## src/rtl/axil_pkg.sv

```systemverilog
// Shared AXI-Lite command-master types: FSM states, response codes, bus widths.
// Latency: n/a (declarations only).
// Backpressure: n/a (declarations only).
package axil_pkg;

    localparam int ADDR_W = 12;
    localparam int DATA_W = 64;
    localparam int STRB_W = DATA_W / 8;
    localparam int RESP_W = 2;
    localparam int PROT_W = 3;
    localparam int WAIT_W = 16;

    localparam logic [RESP_W-1:0] RESP_OKAY   = 2'b00;
    localparam logic [RESP_W-1:0] RESP_SLVERR = 2'b10;

    // Unprivileged, secure, data access for every request.
    localparam logic [PROT_W-1:0] PROT_DEFAULT = 3'b000;

    typedef enum logic [2:0] {
        IDLE,
        RD_ADDR,
        RD_DATA,
        WR_REQ,
        WR_RESP,
        DRAIN,
        RSP
    } state_t;

endpackage

```

## src/rtl/axil_cmd_master_if.sv

```systemverilog
// AXI-Lite bus bundle (AR/R/AW/W/B channels) between a master and a slave.
// Latency: none, wires only.
// Backpressure: standard per-channel valid/ready.
interface axil_cmd_master_if;

    // Read address channel
    logic                            arvalid;
    logic                            arready;
    logic [axil_pkg::ADDR_W-1:0]     araddr;
    logic [axil_pkg::PROT_W-1:0]     arprot;
    // Read data channel
    logic                            rvalid;
    logic                            rready;
    logic [axil_pkg::DATA_W-1:0]     rdata;
    logic [axil_pkg::RESP_W-1:0]     rresp;
    // Write address channel
    logic                            awvalid;
    logic                            awready;
    logic [axil_pkg::ADDR_W-1:0]     awaddr;
    logic [axil_pkg::PROT_W-1:0]     awprot;
    // Write data channel
    logic                            wvalid;
    logic                            wready;
    logic [axil_pkg::DATA_W-1:0]     wdata;
    logic [axil_pkg::STRB_W-1:0]     wstrb;
    // Write response channel
    logic                            bvalid;
    logic                            bready;
    logic [axil_pkg::RESP_W-1:0]     bresp;

    modport master (
        output arvalid, araddr, arprot,
        input  arready,
        input  rvalid, rdata, rresp,
        output rready,
        output awvalid, awaddr, awprot,
        input  awready,
        output wvalid, wdata, wstrb,
        input  wready,
        input  bvalid, bresp,
        output bready
    );

    modport slave (
        input  arvalid, araddr, arprot,
        output arready,
        output rvalid, rdata, rresp,
        input  rready,
        input  awvalid, awaddr, awprot,
        output awready,
        input  wvalid, wdata, wstrb,
        output wready,
        output bvalid, bresp,
        input  bready
    );

endinterface

```

## src/rtl/axil_cmd_master.sv

```systemverilog
// Single-outstanding command-to-AXI-Lite master with response timeout and late-response drain.
// Latency: AXI valids rise 1 cycle after command accept; response 1 cycle after the R/B handshake.
// Backpressure: cmd_ready only in IDLE; rsp_* held until rsp_ready; address phase waits without timeout.
module axil_cmd_master
    import axil_pkg::*;
#(
    parameter int TIMEOUT = 1024
) (
    input  logic                 m_axi_aclk,
    input  logic                 m_axi_areset,

    input  logic                 cmd_valid,
    output logic                 cmd_ready,
    input  logic                 cmd_write,
    input  logic [ADDR_W-1:0]    cmd_addr,
    input  logic [DATA_W-1:0]    cmd_wdata,
    input  logic [STRB_W-1:0]    cmd_wstrb,

    output logic                 rsp_valid,
    input  logic                 rsp_ready,
    output logic [DATA_W-1:0]    rsp_rdata,
    output logic [RESP_W-1:0]    rsp_resp,
    output logic                 rsp_timeout,

    axil_cmd_master_if.master    m_axi
);

    // Last wait-counter value before the slave is declared unresponsive.
    localparam logic [WAIT_W-1:0] TMO_LAST = WAIT_W'(TIMEOUT - 1);

    state_t              state;
    logic                is_wr;
    logic [ADDR_W-1:0]   addr_q;
    logic [DATA_W-1:0]   wdata_q;
    logic [STRB_W-1:0]   wstrb_q;
    logic [WAIT_W-1:0]   wait_cnt;

    logic                arvalid_q;
    logic                awvalid_q;
    logic                wvalid_q;
    logic                rready_q;
    logic                bready_q;

    logic                aw_done;
    logic                w_done;

    // A write channel counts as done once its valid has gone or its handshake is happening now.
    assign aw_done = !awvalid_q || m_axi.awready;
    assign w_done  = !wvalid_q  || m_axi.wready;

    // Captured command drives both address channels; only the selected one is ever valid.
    assign m_axi.arvalid = arvalid_q;
    assign m_axi.araddr  = addr_q;
    assign m_axi.arprot  = PROT_DEFAULT;
    assign m_axi.rready  = rready_q;
    assign m_axi.awvalid = awvalid_q;
    assign m_axi.awaddr  = addr_q;
    assign m_axi.awprot  = PROT_DEFAULT;
    assign m_axi.wvalid  = wvalid_q;
    assign m_axi.wdata   = wdata_q;
    assign m_axi.wstrb   = wstrb_q;
    assign m_axi.bready  = bready_q;

    // Transaction FSM with all handshake and response outputs registered.
    always_ff @(posedge m_axi_aclk) begin
        if (m_axi_areset) begin
            state       <= IDLE;
            cmd_ready   <= 1'b1;
            is_wr       <= 1'b0;
            addr_q      <= '0;
            wdata_q     <= '0;
            wstrb_q     <= '0;
            wait_cnt    <= '0;
            arvalid_q   <= 1'b0;
            awvalid_q   <= 1'b0;
            wvalid_q    <= 1'b0;
            rready_q    <= 1'b0;
            bready_q    <= 1'b0;
            rsp_valid   <= 1'b0;
            rsp_rdata   <= '0;
            rsp_resp    <= RESP_OKAY;
            rsp_timeout <= 1'b0;
        end else begin
            case (state)
                IDLE: begin
                    if (cmd_valid && cmd_ready) begin
                        cmd_ready <= 1'b0;
                        is_wr     <= cmd_write;
                        addr_q    <= cmd_addr;
                        wdata_q   <= cmd_wdata;
                        wstrb_q   <= cmd_wstrb;
                        if (cmd_write) begin
                            awvalid_q <= 1'b1;
                            wvalid_q  <= 1'b1;
                            state     <= WR_REQ;
                        end else begin
                            arvalid_q <= 1'b1;
                            state     <= RD_ADDR;
                        end
                    end
                end

                // No timeout here: a valid, once raised, must stay up until accepted.
                RD_ADDR: begin
                    if (m_axi.arready) begin
                        arvalid_q <= 1'b0;
                        rready_q  <= 1'b1;
                        wait_cnt  <= '0;
                        state     <= RD_DATA;
                    end
                end

                // A handshake on the final wait cycle takes priority over the timeout.
                RD_DATA: begin
                    if (m_axi.rvalid) begin
                        rready_q    <= 1'b0;
                        rsp_rdata   <= m_axi.rdata;
                        rsp_resp    <= m_axi.rresp;
                        rsp_timeout <= 1'b0;
                        rsp_valid   <= 1'b1;
                        state       <= RSP;
                    end else if (wait_cnt == TMO_LAST) begin
                        rsp_rdata   <= '0;
                        rsp_resp    <= RESP_SLVERR;
                        rsp_timeout <= 1'b1;
                        state       <= DRAIN;
                    end else begin
                        wait_cnt <= wait_cnt + 1'b1;
                    end
                end

                // AW and W are independent; each valid drops on its own handshake.
                WR_REQ: begin
                    if (m_axi.awready) begin
                        awvalid_q <= 1'b0;
                    end
                    if (m_axi.wready) begin
                        wvalid_q <= 1'b0;
                    end
                    if (aw_done && w_done) begin
                        bready_q <= 1'b1;
                        wait_cnt <= '0;
                        state    <= WR_RESP;
                    end
                end

                WR_RESP: begin
                    if (m_axi.bvalid) begin
                        bready_q    <= 1'b0;
                        rsp_rdata   <= '0;
                        rsp_resp    <= m_axi.bresp;
                        rsp_timeout <= 1'b0;
                        rsp_valid   <= 1'b1;
                        state       <= RSP;
                    end else if (wait_cnt == TMO_LAST) begin
                        rsp_rdata   <= '0;
                        rsp_resp    <= RESP_SLVERR;
                        rsp_timeout <= 1'b1;
                        state       <= DRAIN;
                    end else begin
                        wait_cnt <= wait_cnt + 1'b1;
                    end
                end

                // Swallow the late response so the slave is free before the next command.
                DRAIN: begin
                    if (is_wr ? m_axi.bvalid : m_axi.rvalid) begin
                        rready_q  <= 1'b0;
                        bready_q  <= 1'b0;
                        rsp_valid <= 1'b1;
                        state     <= RSP;
                    end
                end

                // cmd_ready rises only after the response handshake edge.
                RSP: begin
                    if (rsp_ready) begin
                        rsp_valid <= 1'b0;
                        cmd_ready <= 1'b1;
                        state     <= IDLE;
                    end
                end

                default: begin
                    state <= IDLE;
                end
            endcase
        end
    end

endmodule

```

## src/flat_wrapper.sv

```systemverilog
// flat-port wrapper written by rule: the top's interface ports become plain ports
module axil_cmd_master_flat import axil_pkg::*;
#(
    parameter int TIMEOUT = 1024
)
  (m_axi_aclk, m_axi_areset, cmd_valid, cmd_ready, cmd_write, cmd_addr, cmd_wdata, cmd_wstrb, rsp_valid, rsp_ready, rsp_rdata, rsp_resp, rsp_timeout, m_axi_arvalid, m_axi_araddr, m_axi_arprot, m_axi_arready, m_axi_rvalid, m_axi_rdata, m_axi_rresp, m_axi_rready, m_axi_awvalid, m_axi_awaddr, m_axi_awprot, m_axi_awready, m_axi_wvalid, m_axi_wdata, m_axi_wstrb, m_axi_wready, m_axi_bvalid, m_axi_bresp, m_axi_bready);
  axil_cmd_master_if m_axi_i ();
  input  logic m_axi_aclk;
  input  logic m_axi_areset;
  input  logic cmd_valid;
  output logic cmd_ready;
  input  logic cmd_write;
  input  logic [ADDR_W-1:0] cmd_addr;
  input  logic [DATA_W-1:0] cmd_wdata;
  input  logic [STRB_W-1:0] cmd_wstrb;
  output logic rsp_valid;
  input  logic rsp_ready;
  output logic [DATA_W-1:0] rsp_rdata;
  output logic [RESP_W-1:0] rsp_resp;
  output logic rsp_timeout;
  output wire logic [$bits(m_axi_i.arvalid)-1:0] m_axi_arvalid;
  output wire logic [$bits(m_axi_i.araddr)-1:0] m_axi_araddr;
  output wire logic [$bits(m_axi_i.arprot)-1:0] m_axi_arprot;
  input wire logic [$bits(m_axi_i.arready)-1:0] m_axi_arready;
  input wire logic [$bits(m_axi_i.rvalid)-1:0] m_axi_rvalid;
  input wire logic [$bits(m_axi_i.rdata)-1:0] m_axi_rdata;
  input wire logic [$bits(m_axi_i.rresp)-1:0] m_axi_rresp;
  output wire logic [$bits(m_axi_i.rready)-1:0] m_axi_rready;
  output wire logic [$bits(m_axi_i.awvalid)-1:0] m_axi_awvalid;
  output wire logic [$bits(m_axi_i.awaddr)-1:0] m_axi_awaddr;
  output wire logic [$bits(m_axi_i.awprot)-1:0] m_axi_awprot;
  input wire logic [$bits(m_axi_i.awready)-1:0] m_axi_awready;
  output wire logic [$bits(m_axi_i.wvalid)-1:0] m_axi_wvalid;
  output wire logic [$bits(m_axi_i.wdata)-1:0] m_axi_wdata;
  output wire logic [$bits(m_axi_i.wstrb)-1:0] m_axi_wstrb;
  input wire logic [$bits(m_axi_i.wready)-1:0] m_axi_wready;
  input wire logic [$bits(m_axi_i.bvalid)-1:0] m_axi_bvalid;
  input wire logic [$bits(m_axi_i.bresp)-1:0] m_axi_bresp;
  output wire logic [$bits(m_axi_i.bready)-1:0] m_axi_bready;
  assign m_axi_arvalid = m_axi_i.arvalid;
  assign m_axi_araddr = m_axi_i.araddr;
  assign m_axi_arprot = m_axi_i.arprot;
  assign m_axi_i.arready = m_axi_arready;
  assign m_axi_i.rvalid = m_axi_rvalid;
  assign m_axi_i.rdata = m_axi_rdata;
  assign m_axi_i.rresp = m_axi_rresp;
  assign m_axi_rready = m_axi_i.rready;
  assign m_axi_awvalid = m_axi_i.awvalid;
  assign m_axi_awaddr = m_axi_i.awaddr;
  assign m_axi_awprot = m_axi_i.awprot;
  assign m_axi_i.awready = m_axi_awready;
  assign m_axi_wvalid = m_axi_i.wvalid;
  assign m_axi_wdata = m_axi_i.wdata;
  assign m_axi_wstrb = m_axi_i.wstrb;
  assign m_axi_i.wready = m_axi_wready;
  assign m_axi_i.bvalid = m_axi_bvalid;
  assign m_axi_i.bresp = m_axi_bresp;
  assign m_axi_bready = m_axi_i.bready;
  axil_cmd_master #(.TIMEOUT(TIMEOUT)) u_core (.m_axi_aclk(m_axi_aclk), .m_axi_areset(m_axi_areset), .cmd_valid(cmd_valid), .cmd_ready(cmd_ready), .cmd_write(cmd_write), .cmd_addr(cmd_addr), .cmd_wdata(cmd_wdata), .cmd_wstrb(cmd_wstrb), .rsp_valid(rsp_valid), .rsp_ready(rsp_ready), .rsp_rdata(rsp_rdata), .rsp_resp(rsp_resp), .rsp_timeout(rsp_timeout), .m_axi(m_axi_i));
endmodule
```

## config.mk

```make
export PLATFORM = sky130hd
export DESIGN_NAME = axil_cmd_master_flat
export DESIGN_NICKNAME = d
export VERILOG_FILES = /design/src/rtl/axil_pkg.sv /design/src/rtl/axil_cmd_master_if.sv /design/src/rtl/axil_cmd_master.sv /design/src/flat_wrapper.sv
export SDC_FILE = /design/constraint.sdc
export NUM_CORES = 1
export LEC_CHECK = 0
export BUFFER_PORTS_ARGS = -buffer_cell sky130_fd_sc_hd__buf_2
export CAP_MARGIN = 5
export CORE_AREA = 2 2 132 134
export DETAILED_ROUTE_END_ITERATION = 10
export DIE_AREA = 0 0 134 136
export PLACE_DENSITY_LB_ADDON = 0.2
export SYNTH_ARGS = -nofsm -noshare
export SYNTH_HDL_FRONTEND = slang
export SYNTH_SLANG_ARGS = --single-unit
```

## constraint.sdc

```tcl
create_clock -name m_axi_aclk -period 4.4 [get_ports m_axi_aclk]
set_input_delay 0.88 -clock m_axi_aclk [delete_from_list [all_inputs] [get_ports m_axi_aclk]]
set_output_delay 0.88 -clock m_axi_aclk [all_outputs]
set_load 0.1 [all_outputs]
```

==> results of run 1 <==
state kept, by name (all words and copies together), names as in the netlist, 2 cells and up:
register,flops
u_core.m_axi.wstrb,8
u_core.rsp_rdata,64
u_core.state,3
u_core.wait_cnt,16
u_core.m_axi.wdata,64
u_core.m_axi.araddr,12
u_core.rsp_resp,2
worst max-delay path: cells and delay by family (launching register included):
| kind | cells | cell delay, ps |
|---|---|---|
| AO/OA/AOI/OAI | 2 | 770 |
| multiplexers | 1 | 400 |
| flip-flops | 1 | 730 |
| buffers and inverters | 1 | 280 |
| AND/OR/NAND/NOR | 2 | 530 |
cell usage in the layout, fill, tap and decap left out, types with 3 or more instances in the layout:
cell type  count
inv_8          5
buf_4          6
nand2_1      192
dfxtp_1      178
and3_1         3
nor2_1        73
a22oi_1       64
nand3_1       13
o21ai_1        3
clkbuf_16     17
nor3_1         7
conb_1         6
nand4_1        4
a21oi_2        8
o22ai_1        3
nand2b_1       8
o31ai_1       11
a21oi_1      103
or4_2          9
nor2b_1        4
inv_1          6
mux2i_1        5
inv_6          6
or3_1          3
buf_2        330
o21ai_0        5
per-layer routing:
metal,global-route usage [%],vias to the layer above,part of all wire [%]
met2,35.4,252,48
met4,7.86,0,2.0
met1,26.1,3014,41
met5,0,-,0
li1,-,3365,-
met3,6.67,25,8.2
through the flow:
step | total power [uW] | utilization [%]
2_1_floorplan | 4820 | -
3_3_place_gp | 5330 | 50.7
3_5_place_dp | 5340 | 50.7
4_1_cts | 6810 | 54.0
5_1_grt | 7050 | 54.0
6_report | 6760 | 54.0
cell type report:
type	instances	area (um2)
flip-flops and latches	178	3560
well taps	225	282
repair buffers	338	1740
fillers	1650	7760
inverters	6	22.5
clock buffers	17	425
clock inverters	15	136
multi-input cells	562	2950
power by group:
group	internal [uW]	switching [uW]	total (uW)
Sequential	1870	175	2040
Combinational	552	2700	3250
Clock	753	708	1460
worst paths after layout:
path / slack (ps) / cells after the start / end / start
worst max-delay path: 1600 / 6 / u_core.rsp_rdata[46]$_SDFFE_PP0P_ / u_core.state[2]$_SDFFE_PP0P_
worst min-delay path: 450 / 2 / u_core.m_axi.wdata[36]$_SDFFE_PP0P_ / u_core.m_axi.wdata[36]$_SDFFE_PP0P_
worst max register to register: 1600 / 6 / u_core.rsp_rdata[46]$_SDFFE_PP0P_ / u_core.state[2]$_SDFFE_PP0P_
worst min register to register: 450 / 2 / u_core.m_axi.wdata[36]$_SDFFE_PP0P_ / u_core.m_axi.wdata[36]$_SDFFE_PP0P_
kinds of logic after synthesis:
family / count (synthesis) / synth area share [%]
other cells: 1 / 0.0541
compound gates: 214 / 19.5
mux: 7 / 1.05
flops: 178 / 51.4
simple gates: 334 / 21.3
fa+ha+maj: 1 / 0.181
buf+inv: 87 / 6.50
==> flow_metrics.tcl, run 1 <==
set metrics [dict create \
    status "complete, no violations" \
    setup_viol 0 \
    slew_headroom_pct 41.1 \
    ir_worst_vdd_uv 290 \
    synthArstFlopShare_pct 0 \
    worst_skew_pair.late_latency_ps 430 \
    yosysTopAreaCellShare_pct 51.4 \
    max_stage_delay_ps 730 \
    dr.pass1.iters 5 \
    die_area_um2 18200 \
    drive_above_1_share_pct 35.9 \
    ant_nets 0 \
    yosysSeqAreaShare_pct 51.4 \
    dpl-instance-area_um2 8560 \
    grt_pass1_wl_um 31000 \
    max_freq_ghz 0.357 \
    dp_slack_ps 1600 \
    syn_inst 822 \
    gp_congestion 0.789 \
    yosysWarnings 0 \
    ys_ff_latch 178 \
    drtIter0Drc 385 \
    cp_max_fo 35 \
    final_nets 1266 \
    via_per_inst 4.96 \
    synth-main-ff-cell "dfxtp_1" \
    yosys-top-cells-count "nand2_1 (192), dfxtp_1 (178), a21oi_1 (103), nor2_1 (73), a22oi_1 (64)" \
    syn_area_um2 6930 \
    drc 0 \
    synth-edff-count 0 \
    slew_violations 0 \
    hold_class "reg -> reg" \
    core-area_um2 16900 \
    path_cells "nor3b_4 -> mux2_2 -> o21ai_4 -> buf_12 -> a22oi_1 -> nor2_1" \
    critPathSlowestCell "dfxtp_1" \
    power_density_nw_per_um2 741 \
    routedWlPerCell_um 15.0 \
    initial_core_util_pct 41.1 \
    worstPathRequired_ps 4760 \
    clk_pin_slew_ps 70 \
    clock-sinks 178 \
    path_class "reg -> reg" \
    rsz0062_at_grt "false" \
    critPathCaptureType "register" \
    place_hpwl_um 14200 \
    io_pins 338 \
    dieHeight_um 136 \
    antenna_cells 0 \
    finalInstanceArea_um2 9120 \
    avgSynthCellArea_um2 8.43 \
    grt_overflow 0 \
    cts_tree "yes" \
    placed_cells 1309 \
    setup_tns_ps 0 \
    whs_ps 451 \
    wirelength_um 20100 \
    hold_viol 0 \
    rows 48 \
    num_vias 6656 \
    port_buffers 331 \
    fin_cells 1341 \
    p_leak_uw 0.00412 \
    grt.total_usage_pct 21.3 \
    fp.dieW_um 134 \
    worstMarginPinSlew_ps 880 \
    syn2layout_area_growth_pct 31.6 \
    yosysTopAreaCell "dfxtp_1" \
    cts_setup_buffers 0 \
    yosysMostFrequentCell "nand2_1" \
    antenna_found_initial 0 \
    timing.final.crit_period_ps 2800 \
    max_cap_violations 0 \
    cp.arrival_ps 3160 \
    first_global_vias 6058 \
    fin_ws_ps 1600 \
    clock_skew_ps 9.70 \
    yosys-top-cells-area "dfxtp_1 (51%), nand2_1 (10%), a21oi_1 (7.4%)" \
    clockBufferDepth 2 \
    cts_htree_levels 4 \
    min_period_over_period_pct 63.7 \
    cts_resized 0 \
    crit_path_start_kind "register" \
    cts-buffers-inserted 17 \
    synth_cell_type_count 58 \
    cts_hold_buf 0 \
    grt_max_degree 100 \
    clockRootBuffer "clkbuf_16" \
]
No activity file was read; power rests on OpenSTA's default activity.
==> run 2: changes to the inputs <==
ABC_AREA = 1   (was not set)
CORE_AREA = not set   (was 2 2 132 134)
CORE_MARGIN = 2   (was not set)
CORE_UTILIZATION = 48   (was not set)
DIE_AREA = not set   (was 0 0 134 136)
clock period = 2.85 ns   (was 4.4 ns; I/O delays follow)
==> run 2 against run 1 <==
Net effect:
- final area rose by 11%
- synthesized cell count rose by 33%
- clock power rose by 61%
- register-to-register slack got worse by 860 ps
- final cell count rose by 19%
- via count rose by 26%
==> flow_metrics.tcl, run 2 <==
set metrics [dict create \
    status "complete, no violations" \
    die_area_um2 17600 \
    placed_cells 1559 \
    min_period_over_period_pct 74.2 \
    rrSetupSlack_ps 740 \
    synth-edff-count 0 \
    fin_ws_ps 735 \
    crit_family "simple AND/OR/NAND/NOR gates" \
    fp.dieW_um 133 \
    yosysTopAreaCell "dfxtp_1" \
    ir_worst_vdd_uv 898 \
    yosysTopAreaCellShare_pct 44.9 \
    critPathBufInv 2 \
    num_vias 8372 \
    critPathCaptureType "register" \
    port_buffers 331 \
    yosysMostFrequentCell "nor2_1" \
    drive_above_1_share_pct 30.7 \
    whs_path_depth 2 \
    rows 47 \
    max_freq_ghz 0.473 \
    setup_tns_ps 0 \
    yosys-top-cells-count "nor2_1 (212), dfxtp_1 (178), nand2_1 (176), o21ai_0 (92), nand3_1 (89)" \
    p_leak_uw 0.00470 \
    fillerInstances 1583 \
    path_class "reg -> reg" \
    cts_resized 0 \
    final_nets 1521 \
    worstReg2RegStart "u_core.wait_cnt[0]$_SDFFE_PP0P_" \
    clock_skew_ps 9.09 \
    clock-sinks 178 \
    synth-main-ff-cell "dfxtp_1" \
    power_density_nw_per_um2 1390 \
    cts_htree_levels 4 \
    r2r_end "u_core.rsp_rdata[62]$_SDFFE_PP0P_" \
    max_stage_delay_ps 550 \
    hold_end "u_core.m_axi.awvalid$_SDFFE_PP0P_" \
    cts_hold_buf 0 \
    clockBufferDepth 2 \
    setup_viol 0 \
    syn_inst 1094 \
    max_cap_violations 0 \
    syn2layout_area_growth_pct 27.3 \
    wirelength_um 23800 \
    yosys-top-cells-area "dfxtp_1 (45%), nor2_1 (10%), nand2_1 (8.3%)" \
    syn_area_um2 7940 \
    fin_cells 1591 \
    dieHeight_um 133 \
    crit_path_start_kind "register" \
    critPathSlowestCell "buf_4" \
    avgSynthCellArea_um2 7.26 \
    path_cells "ha_1 -> nand2_1 -> inv_2 -> nand2_2 -> nor2_4 -> nand2_2 -> buf_4 -> nand3_1 -> nand2_1 -> nand2_1 -> a21oi_1" \
    worstPathRequired_ps 3210 \
    first_global_vias 7569 \
    clockRootBuffer "clkbuf_16" \
    ant_nets 0 \
    gp_congestion 0.874 \
    drc 0 \
    cp.arrival_ps 2470 \
    core-area_um2 16300 \
    routedWlPerCell_um 14.9 \
    final_common_cell "buf_2" \
    dr.pass1.iters 5 \
    drtIter0Drc 616 \
    synthArstFlopShare_pct 0 \
    io_pins 338 \
    timing.final.crit_period_ps 2110 \
    min_from "m_axi_awready" \
    grt_overflow 0 \
    cts_setup_buffers 0 \
    yosysSeqAreaShare_pct 44.9 \
    hold_viol 0 \
    dp_slack_ps 770 \
    clk_pin_slew_ps 70 \
    rsz0062_at_grt "false" \
    cts-buffers-inserted 17 \
    worstMarginPinSlew_ps 1020 \
    hold_class "in -> reg" \
    cts_tree "yes" \
    crit_top_cell "nand2_1" \
    via_per_inst 5.26 \
    slew_violations 0 \
    layout_common_cells "buf_2 (331), nor2_1 (212), dfxtp_1 (178)" \
    synth_cell_type_count 38 \
    grt_pass1_wl_um 38200 \
    slew_headroom_pct 31.9 \
    worst_skew_pair.late_latency_ps 430 \
    reg2regPathDepth 11 \
    initial_core_util_pct 48.6 \
    grt.total_usage_pct 26.5 \
    yosysWarnings 0 \
    ys_ff_latch 178 \
    place_hpwl_um 15900 \
    cp_max_fo 69 \
    antenna_found_initial 1 \
    grt_max_degree 90 \
]
[run 2: layout make-up]
type                       instances  area, um2  share of cell area (%)
multi-input combinational        779       3730                    37.0
sequential                       178       3560                    35.3
timing repair buffer             343       1800                    17.8
clock buffer                      20        457                    4.52
tap                              220        275                    2.72
inverter                          39        150                    1.49
clock inverter                    11        125                    1.24
antenna                            1       2.50                  0.0248
[run 2: metrics by stage]
stage	total power, uW	util (%)	area [um2]	hold slack (ps)
final	14100	61.8	10100	338
after global routing	14700	61.8	10100	336
after CTS	14100	61.8	10100	327
after detailed placement	11700	58.2	9520	445
after global placement	11700	58.2	9520	437
after floorplan	10500	-	7960	463
[run 2: worst max path at each step]
| stage | start | endpoint | slack, ps | cells past startpoint |
|---|---|---|---|---|
| after floorplan | u_core.cmd_ready$_SDFFE_PP1P_ | u_core.cmd_ready$_SDFFE_PP1P_ | 820 | 7 |
| after global placement | u_core.wait_cnt[0]$_SDFFE_PP0P_ | u_core.state[2]$_SDFFE_PP0P_ | 820 | 12 |
| after detailed placement | u_core.wait_cnt[0]$_SDFFE_PP0P_ | u_core.rsp_rdata[57]$_SDFFE_PP0P_ | 770 | 11 |
| after CTS | u_core.wait_cnt[0]$_SDFFE_PP0P_ | u_core.rsp_rdata[57]$_SDFFE_PP0P_ | 750 | 11 |
| after global routing | u_core.wait_cnt[0]$_SDFFE_PP0P_ | u_core.rsp_rdata[57]$_SDFFE_PP0P_ | 520 | 11 |
| final | u_core.wait_cnt[0]$_SDFFE_PP0P_ | u_core.rsp_rdata[62]$_SDFFE_PP0P_ | 740 | 11 |
[run 2: cell families after synthesis]
group / share of synthesized area, %
AOI/OAI and AO/OA: 13.7
xor gates and xnor gates: 0.441
and+or+nand+nor: 32.4
buffers and inverters: 8.29
other: 0.0472
adders and majority gates: 0.158
DFF: 44.9
[run 2: routing by layer]
| layer | vias to the layer above | track usage (%) | share of wire (%) | wire length, um |
|---|---|---|---|---|
| li1 | 4177 | - | - | - |
| met5 | - | 0 | 0 | 0 |
| met2 | 304 | 42.4 | 48 | 11300 |
| met1 | 3847 | 34.4 | 43 | 10100 |
| met4 | 0 | 9.38 | 2.5 | 585 |
| met3 | 44 | 7.32 | 7.2 | 1720 |
[run 2: report_power, final]
group          internal, uW  switching [uW]  total (uW)
clock                  1340            1010        2350
sequential             3170             405        3570
combinational          1160            6980        8140
total                  5670            8390       14100
==> run 3: changes to the inputs <==
ABC_AREA = 0   (was 1)
CORE_AREA = 2 2 130 132   (was not set)
CORE_MARGIN = not set   (was 2)
CORE_UTILIZATION = not set   (was 48)
DIE_AREA = 0 0 132 134   (was not set)
clock period = 2 ns   (was 2.85 ns; I/O delays follow)
==> run 3 against run 2 <==
Net effect:
- clock power is 53% higher
- power is 11% higher
- clock-buffer cell count is 1 higher
- via count is 18% lower
- critical path depth is 4 lower
- fmax is 6.2% higher
- critical endpoint is now u_core.rsp_rdata[59]$_SDFFE_PP0P_
- final area is 4.2% lower
- utilization is 2.4 points lower
- routed wire length is 11% lower
==> flow_metrics.tcl, run 3 (synthesis results as in run 1) <==
set metrics [dict create \
    min_period_over_period_pct 99.6 \
    ir_worst_vdd_uv 742 \
    worstMarginPinSlew_ps 541 \
    whs_ps 202 \
    critPathCapture "u_core.rsp_rdata[59]$_SDFFE_PP0P_" \
    hold_class "in -> reg" \
    wirelength_um 21100 \
    hold_viol 0 \
    max_cap_violations 0 \
    clock_skew_ps 9.92 \
    p_leak_uw 0.00440 \
    core-area_um2 16300 \
    rows 47 \
    grt.total_usage_pct 23.0 \
    via_per_inst 4.98 \
    grt_overflow 0 \
    r2r_end "u_core.rsp_rdata[59]$_SDFFE_PP0P_" \
    final_common_cell "buf_2" \
    grt_pass1_wl_um 32800 \
    dieHeight_um 134 \
    path_class "reg -> reg" \
    rrSetupSlack_ps 9 \
    rsz0062_at_grt "true" \
    grt_max_degree 87 \
    ant_nets 0 \
    max_freq_ghz 0.502 \
    fillerInstances 1530 \
    drc 0 \
    final_nets 1312 \
    worst_skew_pair.late_latency_ps 430 \
    die_area_um2 17700 \
    setup_viol 0 \
    io_pins 338 \
    antenna_found_initial 1 \
    crit_path_start_kind "register" \
    utilization_pct 59.4 \
    clockBufferDepth 2 \
    status "complete, no violations" \
    slew_violations 0 \
    dr.pass1.iters 5 \
    power_density_nw_per_um2 1620 \
    critPathLaunch "u_core.wait_cnt[11]$_SDFFE_PP0P_" \
    cp_max_fo 44 \
    clock-sinks 178 \
    layout_common_cells "buf_2 (330), nand2_1 (192), dfxtp_1 (171)" \
    reg2regPathDepth 7 \
    slew_headroom_pct 64.0 \
    place_hpwl_um 15000 \
    first_global_vias 6427 \
    cts_htree_levels 4 \
    cp.arrival_ps 2300 \
    finalInstanceArea_um2 9680 \
    drive_above_1_share_pct 40.5 \
    final-seq-area_um2 3580 \
    syn2layout_area_growth_pct 39.6 \
    worstReg2RegStart "u_core.wait_cnt[11]$_SDFFE_PP0P_" \
    cts_tree "yes" \
    port_buffers 331 \
    drtIter0Drc 341 \
    cts-buffers-inserted 17 \
    cts_hold_buf 0 \
    timing.final.crit_period_ps 1990 \
    critPathCaptureType "register" \
    clockRootBuffer "clkbuf_16" \
    fp.dieW_um 132 \
    gp_congestion 0.883 \
    worstPathRequired_ps 2310 \
    num_vias 6884 \
    clk_pin_slew_ps 70 \
    antenna_cells 0 \
    multi_input_area_um2 3060 \
    routedWlPerCell_um 15.3 \
    initial_core_util_pct 42.5 \
    dpl-instance-area_um2 8920 \
]
==> run 3: changes by cell type in the layout (fill, tap and decap cells not counted), moves of 39 or more <==
cell	delta
a31oi_1	-54
buf_4	+39
a22oi_1	+52
a21oi_1	+75
nand3_1	-76
nor2_1	-139
o21ai_0	-87
nand4_1	-61
==> run 3: repair_timing <==
action / in CTS / in global routing
pin swaps: 2 / 0
cloned: 1 / 0
setup endpoints to repair: 79 / 76
gates resized for setup: 3 / 20
buffers inserted: 2 / 0
==> run 3: worst min-delay path by stage <==
stage	depth (start not counted)	slack, ps	endpoint	from
finish	3	200	u_core.m_axi.wdata[53]$_SDFFE_PP0P_	cmd_wdata[53]
global route	3	180	u_core.m_axi.wdata[17]$_SDFFE_PP0P_	cmd_wdata[17]
CTS	3	180	u_core.m_axi.wdata[17]$_SDFFE_PP0P_	cmd_wdata[17]
detailed placement	2	440	u_core.m_axi.wdata[33]$_SDFFE_PP0P_	u_core.m_axi.wdata[33]$_SDFFE_PP0P_
global placement	2	440	u_core.m_axi.wdata[11]$_SDFFE_PP0P_	u_core.m_axi.wdata[11]$_SDFFE_PP0P_
floorplan	2	440	u_core.wait_cnt[6]$_SDFFE_PP0P_	u_core.wait_cnt[6]$_SDFFE_PP0P_
==> run 3: per-layer routing <==
metal  wire (um)  up-vias  global-route usage [%]
li1            -     3465                       -
met1        8560     3137                    26.7
met2       10700      258                    40.9
met3        1530       22                    6.84
met4         269        2                    7.37
met5          13        -                       0
==> run 3: final cells by class <==
cell class / count / share of cell area [%]
multi-input cells: 563 / 31.6
repair buffers: 383 / 21.8
clock inverters: 11 / 1.69
inverters: 6 / 0.233
well taps: 220 / 2.84
flip-flops and latches: 178 / 37.0
clock buffers: 21 / 4.88
==> run 3: power breakdown <==
group	total [uW]	switching, uW	leakage [uW]	internal (uW)
combinational	7640	6120	0.00264	1520
clock	3600	1480	0.000314	2120
sequential	4440	316	0.00145	4120
total	15700	7920	0.00440	7760
==> run 3: stage by stage <==
stage / TNS, ps / power (uW) / cells / setup slack, ps
floorplan: 0 / 10600 / 827 / 4.58
global placement: -302 / 12100 / 1347 / -29.3
detailed placement: -2590 / 12100 / 1347 / -74.7
CTS: 0 / 15700 / 1382 / 25.8
global route: -3050 / 16300 / 1382 / -80.4
finish: 0 / 15700 / 1382 / 8.61
==> run 3: critical path, cell delays in order, from the launching register on <==
cell and delay [ps]:
dfxtp_2 320, or4_4 570, nor4_4 280, buf_4 180, o21ai_4 80, buf_12 180, a22oi_1 180, nor2_1 60
